`config.mk`:
```
export PLATFORM = sky130hd
export DESIGN_NAME = dram_arb_flat
export DESIGN_NICKNAME = d
export VERILOG_FILES = /design/src/rtl/dram_arb_if.sv /design/src/rtl/dram_arb.sv /design/src/flat_wrapper.sv
export SDC_FILE = /design/constraint.sdc
export NUM_CORES = 1
export LEC_CHECK = 0
export CORE_AREA = 8 8 160 162
export DETAILED_ROUTE_END_ITERATION = 10
export DIE_AREA = 0 0 168 170
export PLACE_DENSITY_LB_ADDON = 0.2
export SLEW_MARGIN = 0
export SYNTH_ARGS = -nofsm -noshare
export SYNTH_HDL_FRONTEND = slang
export SYNTH_SLANG_ARGS = --single-unit
```
`constraint.sdc`:
```
create_clock -name clk -period 3.1 [get_ports clk]
set_clock_uncertainty 0.2 [all_clocks]
set_input_delay 0.31 -clock clk [delete_from_list [all_inputs] [get_ports clk]]
set_output_delay 0.31 -clock clk [all_outputs]
set_load 0.1 [all_outputs]
```
`src/rtl/dram_arb_if.sv`:
```
// Requester-side bus of the DRAM arbiter. Each engine drives its own slice of
// the packed command vectors and receives a one-hot grant, a one-hot read-valid
// and the shared read data word.
interface dram_arb_if #(
    parameter int DATA_WIDTH = 32,
    parameter int ADDR_WIDTH = 18,
    parameter int NUM_REQ    = 4
);
    logic [NUM_REQ-1:0]            req;
    logic [NUM_REQ-1:0]            rd_en;
    logic [NUM_REQ-1:0]            wr_en;
    logic [NUM_REQ*ADDR_WIDTH-1:0] addr_rd;
    logic [NUM_REQ*ADDR_WIDTH-1:0] addr_wr;
    logic [NUM_REQ*DATA_WIDTH-1:0] wdata;
    logic [NUM_REQ-1:0]            gnt;
    logic [NUM_REQ-1:0]            rvalid;
    logic [DATA_WIDTH-1:0]         rdata;

    // Layer engines drive commands and watch grant / returned data.
    modport master (
        output req, rd_en, wr_en, addr_rd, addr_wr, wdata,
        input  gnt, rvalid, rdata
    );

    // The arbiter consumes commands and produces grant / returned data.
    modport slave (
        input  req, rd_en, wr_en, addr_rd, addr_wr, wdata,
        output gnt, rvalid, rdata
    );
endinterface

```
`src/rtl/dram_arb.sv`:
```
// Round-robin arbiter for the single DRAM port. One engine holds the grant at a
// time; its commands are forwarded straight to DRAM. Read data is steered back
// to whichever engine issued the read via an owner-tag delay line that matches
// the DRAM read latency, so returns survive a change of grant.
module dram_arb #(
    parameter int DATA_WIDTH = 32,
    parameter int ADDR_WIDTH = 18,
    parameter int NUM_REQ    = 4,
    parameter int MAX_HOLD   = 16,
    parameter int RD_LAT     = 1
) (
    input  logic                  clk,
    input  logic                  rst,
    dram_arb_if.slave             bus,
    input  logic [DATA_WIDTH-1:0] data_in,
    input  logic                  dram_valid,
    output logic                  dram_en_rd,
    output logic                  dram_en_wr,
    output logic [ADDR_WIDTH-1:0] addr_in,
    output logic [ADDR_WIDTH-1:0] addr_out,
    output logic [DATA_WIDTH-1:0] data_out,
    output logic                  busy,
    output logic                  err
);
    localparam int OW = $clog2(NUM_REQ);
    localparam int CW = $clog2(MAX_HOLD + 1);

    typedef enum logic {IDLE, GRANT} state_t;

    state_t                   state_reg, state_next;
    logic [NUM_REQ-1:0]       gnt_reg, gnt_next;
    logic [OW-1:0]            owner_reg, owner_next;
    logic [OW-1:0]            last_owner_reg, last_owner_next;
    logic [CW-1:0]            hold_cnt_reg, hold_cnt_next;
    logic [CW-1:0]            cnt_bumped;
    logic                     beat;
    logic                     others_waiting;
    logic                     pick_found;
    logic [OW-1:0]            pick;
    logic [OW-1:0]            cand;
    logic [RD_LAT-1:0]          tag_valid_reg, tag_valid_next;
    logic [RD_LAT-1:0][OW-1:0]  tag_owner_reg, tag_owner_next;
    logic                     tail_valid;
    logic [OW-1:0]            tail_owner;
    logic [NUM_REQ-1:0]       rvalid_w;

    logic [ADDR_WIDTH-1:0] addr_rd_arr [NUM_REQ];
    logic [ADDR_WIDTH-1:0] addr_wr_arr [NUM_REQ];
    logic [DATA_WIDTH-1:0] wdata_arr   [NUM_REQ];

    // Unpack the per-requester slices so the owner can be selected by index.
    genvar gi;
    generate
        for (gi = 0; gi < NUM_REQ; gi++) begin : g_unpack
            assign addr_rd_arr[gi] = bus.addr_rd[gi*ADDR_WIDTH +: ADDR_WIDTH];
            assign addr_wr_arr[gi] = bus.addr_wr[gi*ADDR_WIDTH +: ADDR_WIDTH];
            assign wdata_arr[gi]   = bus.wdata[gi*DATA_WIDTH +: DATA_WIDTH];
        end
    endgenerate

    // Round-robin pick: first active request after the previous owner, wrapping.
    always_comb begin
        pick       = '0;
        pick_found = 1'b0;
        cand       = '0;
        for (int i = 1; i <= NUM_REQ; i++) begin
            cand = OW'((int'(last_owner_reg) + i) % NUM_REQ);
            if (!pick_found && bus.req[cand]) begin
                pick       = cand;
                pick_found = 1'b1;
            end
        end
    end

    assign beat           = |(gnt_reg & (bus.rd_en | bus.wr_en));
    assign others_waiting = |(bus.req & ~gnt_reg);

    // Beat count including this cycle's command, saturating at the limit.
    // Counting the current beat makes a preempted tenure exactly MAX_HOLD beats.
    always_comb begin
        cnt_bumped = hold_cnt_reg;
        if (beat && (hold_cnt_reg != CW'(MAX_HOLD))) begin
            cnt_bumped = hold_cnt_reg + 1'b1;
        end
    end

    // Grant FSM next state: IDLE picks a winner, GRANT holds until release.
    always_comb begin
        state_next      = state_reg;
        gnt_next        = gnt_reg;
        owner_next      = owner_reg;
        last_owner_next = last_owner_reg;
        hold_cnt_next   = hold_cnt_reg;
        case (state_reg)
            IDLE: begin
                if (pick_found) begin
                    state_next    = GRANT;
                    gnt_next      = NUM_REQ'(1) << pick;
                    owner_next    = pick;
                    hold_cnt_next = '0;
                end
            end
            GRANT: begin
                hold_cnt_next = cnt_bumped;
                // A release always passes through IDLE, giving one gnt=0 cycle.
                if (!bus.req[owner_reg] ||
                    ((cnt_bumped == CW'(MAX_HOLD)) && others_waiting)) begin
                    state_next      = IDLE;
                    gnt_next        = '0;
                    last_owner_next = owner_reg;
                    hold_cnt_next   = '0;
                end
            end
            default: begin
                state_next = IDLE;
                gnt_next   = '0;
            end
        endcase
    end

    // Grant FSM state registers.
    always_ff @(posedge clk or posedge rst) begin
        if (rst) begin
            state_reg      <= IDLE;
            gnt_reg        <= '0;
            owner_reg      <= '0;
            last_owner_reg <= OW'(NUM_REQ - 1);
            hold_cnt_reg   <= '0;
        end else begin
            state_reg      <= state_next;
            gnt_reg        <= gnt_next;
            owner_reg      <= owner_next;
            last_owner_reg <= last_owner_next;
            hold_cnt_reg   <= hold_cnt_next;
        end
    end

    // Forward the owner's command to DRAM; everything reads 0 with no grant.
    always_comb begin
        dram_en_rd = 1'b0;
        dram_en_wr = 1'b0;
        addr_in    = '0;
        addr_out   = '0;
        data_out   = '0;
        if (state_reg == GRANT) begin
            dram_en_rd = bus.rd_en[owner_reg];
            dram_en_wr = bus.wr_en[owner_reg];
            addr_in    = addr_rd_arr[owner_reg];
            addr_out   = addr_wr_arr[owner_reg];
            data_out   = wdata_arr[owner_reg];
        end
    end

    // Tag delay line: stage 0 takes this cycle's read, later stages shift along.
    assign tag_valid_next[0] = dram_en_rd;
    assign tag_owner_next[0] = owner_reg;
    generate
        for (gi = 1; gi < RD_LAT; gi++) begin : g_tag
            assign tag_valid_next[gi] = tag_valid_reg[gi-1];
            assign tag_owner_next[gi] = tag_owner_reg[gi-1];
        end
    endgenerate

    // Tag registers; reset drops every read still in flight.
    always_ff @(posedge clk or posedge rst) begin
        if (rst) begin
            tag_valid_reg <= '0;
            tag_owner_reg <= '0;
        end else begin
            tag_valid_reg <= tag_valid_next;
            tag_owner_reg <= tag_owner_next;
        end
    end

    assign tail_valid = tag_valid_reg[RD_LAT-1];
    assign tail_owner = tag_owner_reg[RD_LAT-1];

    // Steer returning data to the issuer recorded in the tail tag.
    always_comb begin
        rvalid_w = '0;
        if (dram_valid && tail_valid) begin
            rvalid_w[tail_owner] = 1'b1;
        end
    end

    assign bus.gnt    = gnt_reg;
    assign bus.rvalid = rvalid_w;
    assign bus.rdata  = data_in;

    assign busy = (|gnt_reg) | (|tag_valid_reg);
    // Commands from non-owners and untagged returns are dropped and flagged.
    assign err  = !rst && ((|((bus.rd_en | bus.wr_en) & ~gnt_reg)) ||
                           (dram_valid && !tail_valid));
endmodule

```
`src/flat_wrapper.sv`:
```
// flat-port wrapper written by rule: the top's interface ports become plain ports
module dram_arb_flat 
#(
    parameter int DATA_WIDTH = 32,
    parameter int ADDR_WIDTH = 18,
    parameter int NUM_REQ    = 4,
    parameter int MAX_HOLD   = 16,
    parameter int RD_LAT     = 1
)
  (clk, rst, data_in, dram_valid, dram_en_rd, dram_en_wr, addr_in, addr_out, data_out, busy, err, bus_req, bus_rd_en, bus_wr_en, bus_addr_rd, bus_addr_wr, bus_wdata, bus_gnt, bus_rvalid, bus_rdata);
  dram_arb_if #(.DATA_WIDTH(DATA_WIDTH), .ADDR_WIDTH(ADDR_WIDTH), .NUM_REQ(NUM_REQ)) bus_i ();
  input  logic clk;
  input  logic rst;
  input  logic [DATA_WIDTH-1:0] data_in;
  input  logic dram_valid;
  output logic dram_en_rd;
  output logic dram_en_wr;
  output logic [ADDR_WIDTH-1:0] addr_in;
  output logic [ADDR_WIDTH-1:0] addr_out;
  output logic [DATA_WIDTH-1:0] data_out;
  output logic busy;
  output logic err;
  input wire logic [$bits(bus_i.req)-1:0] bus_req;
  input wire logic [$bits(bus_i.rd_en)-1:0] bus_rd_en;
  input wire logic [$bits(bus_i.wr_en)-1:0] bus_wr_en;
  input wire logic [$bits(bus_i.addr_rd)-1:0] bus_addr_rd;
  input wire logic [$bits(bus_i.addr_wr)-1:0] bus_addr_wr;
  input wire logic [$bits(bus_i.wdata)-1:0] bus_wdata;
  output wire logic [$bits(bus_i.gnt)-1:0] bus_gnt;
  output wire logic [$bits(bus_i.rvalid)-1:0] bus_rvalid;
  output wire logic [$bits(bus_i.rdata)-1:0] bus_rdata;
  assign bus_i.req = bus_req;
  assign bus_i.rd_en = bus_rd_en;
  assign bus_i.wr_en = bus_wr_en;
  assign bus_i.addr_rd = bus_addr_rd;
  assign bus_i.addr_wr = bus_addr_wr;
  assign bus_i.wdata = bus_wdata;
  assign bus_gnt = bus_i.gnt;
  assign bus_rvalid = bus_i.rvalid;
  assign bus_rdata = bus_i.rdata;
  dram_arb #(.DATA_WIDTH(DATA_WIDTH), .ADDR_WIDTH(ADDR_WIDTH), .NUM_REQ(NUM_REQ), .MAX_HOLD(MAX_HOLD), .RD_LAT(RD_LAT)) u_core (.clk(clk), .rst(rst), .bus(bus_i), .data_in(data_in), .dram_valid(dram_valid), .dram_en_rd(dram_en_rd), .dram_en_wr(dram_en_wr), .addr_in(addr_in), .addr_out(addr_out), .data_out(data_out), .busy(busy), .err(err));
endmodule
```
==> out/metrics.csv <==
stage,metric,value,unit
yosys,"Primary FF master, synth",dfrtp_1,
floorplan,IO Pins,431,
critical_path,FF-to-FF path depth,4,
global_route,vias in the first global route,4947,
clock_network,clk slew on worst S/H paths,0.05,ns
clock_network,H-tree levels,1,
critical_path,crit path from,u_core.owner_reg[0],
drt,routed wire length,21.8,mm
drt,DR vias,4139,
power_and_ir_drop,Pint,0.00425,W
yosys,asr flop ratio synth,100,%
sta,final hold violations,0,
clock_network,CTS tree,built,
yosys,synthesized instance count,332,
power_and_ir_drop,Sw Ratio,60.3,%
hold_path,Worst Hold Class,in -> async,
yosys,sequential fraction of the synthesis area,12.1,%
yosys,Post-synth EDFFs,0,
critical_path,worst r2r src,u_core.owner_reg[0],
power_and_ir_drop,Comb power frac,91.1,%
run,max cap viols,0,
power_and_ir_drop,Reg power frac,6.4,%
power_and_ir_drop,Clock Power Share,2.5,%
clock_network,number of CTS-inserted buffers,3,
clock_network,postcts setup bufs,0,
clock_network,clk sink count,17,
floorplan,die area,28600,µm²
final_layout,"most common cell after layout, fill and taps aside",clkdlybuf4s50_1,
critical_path,Setup crit start kind,flop,
sta,Final period util,91.9,%
place,I/O Buffers,366,
clock_network,Bufs on Longest Clock Path,2,
power_and_ir_drop,Psw,0.00646,W
drt,Detailed Routing Iterations Pass 1,4,
sta,"Setup violations, final",0,
floorplan,Core Area,23100,µm²
floorplan,Starting Density,15.3,%
yosys,YS warnings,0,
outcome,status,"finished, final reports clean",
floorplan,Die W,168,µm
drt,drt wl/cell,23.2,µm
clock_network,Worst-Skew Late Latency,0.25,ns
drt,Final ANT Viol Nets,0,
power_and_ir_drop,static leakage power,3.01,nW
floorplan,num rows,56,
critical_path,crit-path max FO,28,
place,detailed placement HPWL,19.4,mm
final_layout,"commonest cells after routing, fill and taps aside","286 x clkdlybuf4s50_1, 74 x buf_12, 71 x mux4_2, 70 x and2_1, 16 x nor2_1",
place,gpl congestion,0.849,
sta,Slew @ Worst Pin,0.699,ns
clock_network,# hold bufs at CTS,0,
sta,post-layout min period,2.85,ns
sta,fmax,0.351,GHz
final_layout,max FFs per register,5,
drt,routed vias/inst,4.40,
global_route,initial antenna violation count,2,
sta,fin. max-slew vios,0,
power_and_ir_drop,overall power,0.0107,W
yosys,Syn Nets,653,
floorplan,die height,170,µm
final_layout,share of cells above drive strength 1,27.6,%
final_layout,Area Growth Syn to Fin,128,%
global_route,global-route usage over all layers,14.5,%
final_layout,Final nets,971,
sta,RSZ-0062 raised after global routing,no,
critical_path,CP required,2.59,ns
yosys,Synth Register Bits,17,
critical_path,FF-to-FF End,u_core.hold_cnt_reg[0],
clock_network,CTS Root Cell,clkbuf_16,
global_route,pin count of the biggest net entering global routing,44,
yosys,Mean Syn Cell Area,10.6,µm²
sta,total negative setup slack,0,ns
drt,Detailed Route Iter0 Violations,123,
critical_path,Worst EP arrival,2.34,ns
yosys,Netlist cell types,47,
clock_network,cts repair resizes,0,
drt,DRC,0,
power_and_ir_drop,PwrDens,1330,nW/µm²
sta,Max-slew headroom,53.4,%
critical_path,WS Path Type,reg -> out,
power_and_ir_drop,Max IR drop VDD,0.700,mV
critical_path,crit end category,output pin,
global_route,gr ovfl total,0,
yosys,area of the mapped netlist,3530,µm²
final_layout,"Core Util, Final",35.0,%
global_route,first-pass GRT wire length,31.6,mm
critical_path,r2r setup slk,0.65,ns
worst max-delay path, stage by stage (launching register included):
cell	delay, ns
dfrtp_4	0.79
buf_4	0.34
mux4_2	0.55
and2_1	0.21
buf_12	0.17
cell usage after synthesis (all sizes together), types with 3 or more instances:
master	number	area, µm²
dfrtp	15	375
nand2	10	37.5
clkbuf	19	71.3
a211o	3	26.3
buf	41	298
o31ai	3	22.5
mux4	71	1600
and2	71	447
a21oi	9	45.0
o22ai	5	31.3
nor3	6	30.0
nor2	17	66.3
nand3	3	15.0
nand2b	3	18.8
inv	12	45.0
o21ai	13	65.1
power groups by stage:
stage / clock network [W] / logic [W] / registers (W)
2_1_floorplan: 0 / 0.00652 / 0.000551
3_3_place_gp: 0 / 0.00982 / 0.000713
3_5_place_dp: 0 / 0.00985 / 0.000719
4_1_cts: 0.000273 / 0.00987 / 0.000719
5_1_grt: 0.000284 / 0.0101 / 0.000735
6_report: 0.000269 / 0.00976 / 0.000685
kinds of logic after synthesis:
| group | after synthesis | share of synthesized area [%] |
|---|---|---|
| AO/OA/AOI/OAI | 47 | 9.50 |
| XOR/XNOR | 2 | 0.497 |
| adder cells (fa/ha/maj) | 2 | 0.709 |
| buffers and inverters | 72 | 11.7 |
| flip-flops | 17 | 12.1 |
| multiplexers | 72 | 45.6 |
| AND/OR/NAND/NOR | 120 | 19.8 |
cell type report:
type / count / area [µm²]
Fill cell: 2259 / 15000
Timing Repair Buffer: 373 / 4440
Multi-Input combinational cell: 243 / 2690
Sequential cell: 17 / 437
Tap cell: 290 / 363
Clock buffer: 3 / 75.1
Inverter: 12 / 45.0
Clock inverter: 1 / 7.51
Antenna cell: 1 / 2.50
layer usage:
layer / up-vias / routed length (µm) / share of wire, % / GRT usage [%]
met1: 2050 / 7360 / 34 / 14.9
met3: 17 / 1550 / 7.1 / 4.40
met5: - / 13 / 0.060 / 0
met4: 2 / 280 / 1.3 / 2.10
met2: 190 / 12600 / 58 / 28.9
li1: 1880 / - / - / -
how the worst max path moves through the flow:
stage	slack, ns	end	cells past startpoint
detailed placement	0.44	data_out[6]	4
global placement	0.46	data_out[6]	4
global route	0.07	data_out[6]	4
floorplan	0.13	bus_rvalid[0]	2
finish	0.25	data_out[6]	4
CTS	0.16	data_out[6]	4
stage by stage:
| step | worst slack (ns) | hold WS (ns) | instances | instance area, µm² |
|---|---|---|---|---|
| final | 0.250 | 0.287 | 940 | 8060 |
| after global placement | 0.459 | 0.373 | 935 | 7970 |
| after detailed placement | 0.441 | 0.386 | 935 | 7970 |
| after floorplan | 0.131 | 0.0346 | 332 | 3530 |
| after global routing | 0.0722 | 0.369 | 939 | 8060 |
| after CTS | 0.157 | 0.322 | 939 | 8060 |
No activity file was read; power rests on OpenSTA's default activity.
